`config.mk`:
```
export PLATFORM = sky130hd
export DESIGN_NAME = sram_arbiter
export DESIGN_NICKNAME = d
export VERILOG_FILES = /design/src/rtl/sram_arbiter_pkg.sv /design/src/rtl/sram_arb_pick.sv /design/src/rtl/sram_arbiter.sv
export SDC_FILE = /design/constraint.sdc
export NUM_CORES = 1
export LEC_CHECK = 0
export BUFFER_PORTS_ARGS = -buffer_cell sky130_fd_sc_hd__clkbuf_2
export CORE_AREA = 2 2 107 109
export CTS_CLUSTER_DIAMETER = 30
export DETAILED_ROUTE_END_ITERATION = 7
export DIE_AREA = 0 0 109 111
export GPL_TIMING_DRIVEN = 1
export PLACE_DENSITY = 0.6
export SLEW_MARGIN = 20
export SYNTH_ARGS = -nofsm -noshare
export SYNTH_HDL_FRONTEND = slang
export SYNTH_SLANG_ARGS = --single-unit
```
`constraint.sdc`:
```
create_clock -name clk -period 0.8 [get_ports clk]
set_input_delay 0.08 -clock clk [delete_from_list [all_inputs] [get_ports clk]]
set_output_delay 0.08 -clock clk [all_outputs]
set_load 0.01 [all_outputs]
```
`src/rtl/sram_arbiter_pkg.sv`:
```
// Shared constants for the instruction/data SRAM arbiter: owner encoding and bus widths.
// The round-robin build option is selected with SRAM_ARB_RR_EN.
package sram_arbiter_pkg;

  localparam int WSTRB_W = 4;

  localparam logic OWNER_INST = 1'b0;
  localparam logic OWNER_DATA = 1'b1;

  // Flattened bus widths for a 32-bit address/data build: req, (wr, wstrb,) addr, (wdata)
  localparam int INST_REQ_BUS_WD = 1 + 32;
  localparam int DATA_REQ_BUS_WD = 1 + 1 + WSTRB_W + 32 + 32;
  localparam int MEM_PORT_BUS_WD = 1 + WSTRB_W + 32 + 32;

endpackage

```
`src/rtl/sram_arb_pick.sv`:
```
// Combinational grant decision between fetch and load/store requesters.
// Fixed data priority by default; round-robin on conflict when SRAM_ARB_RR_EN is defined.
module sram_arb_pick
  import sram_arbiter_pkg::*;
(
  input  logic inst_req,
  input  logic inst_cancel,
  input  logic data_req,
  input  logic rr_last,
  output logic gnt_inst,
  output logic gnt_data
);

  logic inst_ok;

  // A flush never lets a fetch onto the port, even if it is the lone requester.
  assign inst_ok = inst_req & ~inst_cancel;

`ifdef SRAM_ARB_RR_EN
  // On conflict the side that was not granted last wins.
  assign gnt_data = data_req & (~inst_ok | (rr_last == OWNER_INST));
  assign gnt_inst = inst_ok & (~data_req | (rr_last == OWNER_DATA));
`else
  logic unused_rr_last;
  assign unused_rr_last = rr_last;
  assign gnt_data = data_req;
  assign gnt_inst = inst_ok & ~data_req;
`endif

endmodule

```
`src/rtl/sram_arbiter.sv`:
```
// Shares one synchronous SRAM port between the fetch and load/store requesters.
// Define SRAM_ARB_RR_EN for round-robin arbitration on conflict (default: data priority).
module sram_arbiter
  import sram_arbiter_pkg::*;
#(
  parameter int ADDR_W = 32,
  parameter int DATA_W = 32
) (
  input  logic              clk,
  input  logic              reset,
  input  logic              inst_req,
  input  logic [ADDR_W-1:0] inst_addr,
  output logic              inst_addr_ok,
  output logic              inst_data_ok,
  output logic [DATA_W-1:0] inst_rdata,
  input  logic              inst_cancel,
  input  logic              data_req,
  input  logic              data_wr,
  input  logic [3:0]        data_wstrb,
  input  logic [ADDR_W-1:0] data_addr,
  input  logic [DATA_W-1:0] data_wdata,
  output logic              data_addr_ok,
  output logic              data_data_ok,
  output logic [DATA_W-1:0] data_rdata,
  output logic              mem_en,
  output logic [3:0]        mem_wen,
  output logic [ADDR_W-1:0] mem_addr,
  output logic [DATA_W-1:0] mem_wdata,
  input  logic [DATA_W-1:0] mem_rdata
);

  logic pick_inst;
  logic pick_data;
  logic gnt_inst;
  logic gnt_data;
  logic rr_last;

  logic vld_p1;
  logic owner_p1;
  logic cancelled_p1;

`ifdef SRAM_ARB_RR_EN
  always_ff @(posedge clk) begin
    if (reset) begin
      rr_last <= OWNER_INST;
    end else if (gnt_data) begin
      rr_last <= OWNER_DATA;
    end else if (gnt_inst) begin
      rr_last <= OWNER_INST;
    end
  end
`else
  assign rr_last = OWNER_INST;
`endif

  sram_arb_pick u_pick (
    .inst_req    (inst_req),
    .inst_cancel (inst_cancel),
    .data_req    (data_req),
    .rr_last     (rr_last),
    .gnt_inst    (pick_inst),
    .gnt_data    (pick_data)
  );

  // Nothing reaches the port while reset is held.
  assign gnt_inst     = pick_inst & ~reset;
  assign gnt_data     = pick_data & ~reset;
  assign inst_addr_ok = gnt_inst;
  assign data_addr_ok = gnt_data;

  always_comb begin
    mem_en    = 1'b0;
    mem_wen   = '0;
    mem_addr  = '0;
    mem_wdata = '0;
    if (gnt_data) begin
      mem_en    = 1'b1;
      mem_wen   = data_wr ? data_wstrb : 4'h0;
      mem_addr  = data_addr;
      mem_wdata = data_wdata;
    end else if (gnt_inst) begin
      mem_en   = 1'b1;
      mem_addr = inst_addr;
    end
  end

  // ---- stage p0 -> p1: response owner for the access issued this cycle ----
  always_ff @(posedge clk) begin
    if (reset) begin
      vld_p1       <= 1'b0;
      owner_p1     <= OWNER_INST;
      cancelled_p1 <= 1'b0;
    end else begin
      vld_p1       <= gnt_inst | gnt_data;
      owner_p1     <= gnt_data ? OWNER_DATA : OWNER_INST;
      cancelled_p1 <= gnt_inst & inst_cancel;
    end
  end

  // A late flush swallows the returning fetch word; it is never replayed.
  assign inst_data_ok = vld_p1 & (owner_p1 == OWNER_INST) & ~cancelled_p1 & ~inst_cancel & ~reset;
  assign data_data_ok = vld_p1 & (owner_p1 == OWNER_DATA) & ~reset;
  assign inst_rdata   = reset ? '0 : mem_rdata;
  assign data_rdata   = reset ? '0 : mem_rdata;

endmodule

```
### Yosys cells after proc, flatten, opt, wreduce, memory -nomap -nowiden

Cells that the tools add are included.

* register bits: 3
* bits of input ports: 138
* output and inout bits: 137

* muxes and demuxes: 9
* bitwise gates (word level): 17

Operators with widths (number)
* $mux 32: 4
* $and 1x1->1: 11
* $mux 4: 2
* $not 1->1: 5
* $mux 1: 3
* $or 1x1->1: 1

### Longest topological paths before layout

* word-level depth: 6
* mapped depth: 5
* mapped depth without buffers: 2

### Modules after synthesis

A second synthesis with hierarchy kept.

* cell total of the unflattened synthesis: 169
* area, all modules: 1248.7 um^2

By module, submodules not included
* sram_arbiter: times used 1, cells an instance 167, area each 1228.7 um^2, sequential area each 60.1 um^2
* sram_arb_pick: times used 1, cells an instance 2, area each 20.0 um^2, sequential area each 0.0 um^2

### Worst setup path after synthesis

OpenSTA, ideal clock, no wires.

* kind: input to output
* start point: in reset
* end point: out inst_rdata[10]
* arrival: 0.816 ns
* data required time: 0.720 ns
* setup slack: -0.096 ns
* stages: 4
* path through: buf_2 -> clkbuf_1 -> nor2b_1 -> buf_4

* word-level cells in the longest chain between the ends: 1

Ends and longest elaborated chain
* start: declaration: RTL line sram_arbiter.sv:10 `input logic reset,`
* $mux 32
* end: declaration: RTL line sram_arbiter.sv:15 `output logic [DATA_W-1:0] inst_rdata,`

No other way between the ends.

### Worst setup path in the final report

* start point: reg vld_p1
* end point: out inst_data_ok

* word-level cells in the longest chain between the ends: 4

Ends and longest elaborated chain
* start: declaration: RTL line sram_arbiter.sv:38 `logic vld_p1;`
* start signal: assignment: RTL line sram_arbiter.sv:94 `vld_p1 <= gnt_inst | gnt_data;`
* $and 1x1->1 (4 in a row): RTL line sram_arbiter.sv:101 `assign inst_data_ok = vld_p1 & (owner_p1 == OWNER_INST) & ~cancelled_p1 & ~inst_cancel & ~reset;`
* end: declaration: RTL line sram_arbiter.sv:14 `output logic inst_data_ok,`

No other way between the ends.

==> metrics.cfg <==
[status]
run_status = finished, violations left
violations = setup timing

[drt]
drt_iter0_markers = 98
route.detailed.wl_per_inst_um = 15.0
drtAntennaViolNets = 0
total_via_count_in_the_routed_design = 2611
drc_errors = 0
number_of_detailed_route_iterations_in_the_first_pass = 4
drt-vias-per-instance = 4.09
finalWirelength_um = 9610

[global_route]
grt_remaining_overflow = 0
number_of_antenna_violations_at_the_first_check_in_global_routing = 0
grt.total_usage_pct = 12.2
grt_first_pass_wirelength_um = 11700
grt_max_degree = 31
vias_in_the_first_global_route = 2212

[clocking]
cts.clk_slew.worst_paths_ns = 0.03
clk_path_buf_depth = 2
cts-htree-levels = 1
cts_tree = yes
cts.sink_count = 3
clockRootBuffer = clkbuf_16
tritoncts.num_buffers = 3

[placed_design]
globalplace.congestion = 0.820
io_buffer_count = 274
dpl_cell_area_um2 = 3170
placedCellCount = 619
hpwlAfterDp_um = 6480

[pwr]
switching_power_as_a_share_of_total_power_pct = 33.0
power_density_nw_per_um2 = 718
pwr-share-clk_pct = 25.1
power_report.internal_total_mw = 2.15
total_switching_power_mw = 1.06
power.static_leakage_nw = 2.35
power.combinational.fraction_pct = 69.8
vdd_drop_max_uv = 748
seqPwrFrac_pct = 5.1

[worst_hold_path]
worstHoldPathCells = 3
holdCritPathClass = input port to flop

[logic_synthesis]
postSynthNetCount = 374
yosys.area.top_type = nand4bb_1
synthDominantCellAreaShare_pct = 22.9
ys_seq_area_share_pct = 3.82
synthTopCellsByArea = nand4bb_1, buf_4, nor2b_1, and2_1, a21oi_1
netlist_instances = 236
post_synthesis_cell_area_um2 = 1570
avgSynthCellArea_um2 = 6.67
synthDistinctLibCells = 18
yosysWarnings = 0
synth-seq-cells = 3

[sta]
finalWorstSetupSlack_ns = -0.243
grt_setup_unrepaired = true
fmax_mhz = 958
final_period_minus_worst_setup_slack_ns = 1.04
setup_viol = 111
timing.final.hold_violations = 0
finalSetupTns_ns = -10.95
drv_slew = 0
final.period_utilization_pct = 130

[setup_path]
critPathArrivalTime_ns = 0.96
critical-path-slowest-cell = dfxtp_2
crit_path_category = flop to output pin
crit_path_max_incr_delay_ns = 0.31
crit_path_max_fanout = 2
worstSetupEndpointType = output pin
critPathRequiredTime_ns = 0.72
crit_chain = nand2b_1 -> nor4_2 -> buf_2
worst_setup_path_start_kind = flop

[floorplanning]
die-height_um = 111
design.portCount = 275
design.die.area_um2 = 12100
dieWidth_um = 109
row_count = 39
initial_core_util_pct = 14.2
core-area_um2 = 11100

[final_layout]
layout_overhead_on_the_synthesized_area_pct = 184
layout_common_cells = clkbuf_2, buf_6, buf_2
fin_cells = 639
nNetsFinal = 635
final_common_cell = clkbuf_2
drive_gt1_share_pct = 81.0
antenna_cells = 0
design_area_um2 = 4470
fill_cells = 1116

[flow_run]
drv_cap = 0

-- stage by stage --
step	setup slack, ns	hold slack (ns)	utilization (%)	total power [mW]
6_report	-0.243	0.286	40.4	3.21
3_3_place_gp	-0.242	0.451	28.7	1.70
5_1_grt	-0.315	0.306	40.4	3.40
4_1_cts	-0.207	0.259	33.9	2.82
3_5_place_dp	-0.284	0.452	28.7	1.70
2_1_floorplan	-0.0195	0.276	-	1.02
-- worst paths after layout --
kind / from / to / slack, ns
max: vld_p1 / inst_data_ok / -0.24
min: data_req / owner_p1 / 0.29
-- layer usage --
metal	wire length, um	part of all wire (%)	vias to the layer above	global-route usage, %
li1	-	-	1284	-
met1	3820	40	1184	15.7
met2	5040	52	134	21.4
met3	633	6.6	9	1.18
met4	127	1.3	0	3.33
met5	0	0	-	0
-- sequential cells by signal, summed over array words and instances, names as in the netlist --
signal and count:
vld_p1 1, owner_p1 1, cancelled_p1 1
-- power by group through the flow --
stage	combinational [mW]	clock [mW]	sequential, mW
detailed placement	1.53	0	0.165
CTS	1.84	0.815	0.163
global placement	1.53	0	0.165
finish	2.24	0.805	0.165
floorplan	0.855	0	0.165
global route	2.39	0.842	0.166
-- critical path: cells and delay by family, from the launching register on --
family / cells / cell delay, ns
DFF: 1 / 0.31
buffers and inverters: 1 / 0.18
and+or+nand+nor: 2 / 0.25
-- synthesized netlist by cell type --
cell and instances:
buf_4 37, dfxtp_1 3, nand2b_1 2, nor2b_1 33, nand2_1 32, nor2b_2 1
and2_1 32, a21oi_1 34, inv_1 2, nor2_1 1, buf_6 3, clkbuf_1 10
and3_1 4, nand4bb_1 32, nor4_1 1, conb_1 1, buf_2 7, nor3_1 1
-- what timing repair did --
action                                  CTS  global route
endpoints found under the setup margin  133           123
gates resized for setup                  75           215
hold buffers                              0             0
cloned                                    6             6
pin swaps                                20            39
setup buffers                             4             2
-- area by class of cell --
type / instances / area, um2 / area share, %
Sequential cell: 3 / 62.6 / 1.40
Tap cell: 143 / 179 / 4.00
Multi-Input combinational cell: 174 / 1580 / 35.4
Clock buffer: 4 / 78.8 / 1.76
Inverter: 2 / 7.51 / 0.168
Timing Repair Buffer: 313 / 2560 / 57.3
-- cells by family after synthesis --
group	share of synthesized area (%)
AO/OA/AOI/OAI	10.8
buffers and inverters	24.9
flip-flops	3.82
other	0.238
AND/OR/NAND/NOR	60.3
Power figures use the tool's default switching activity.
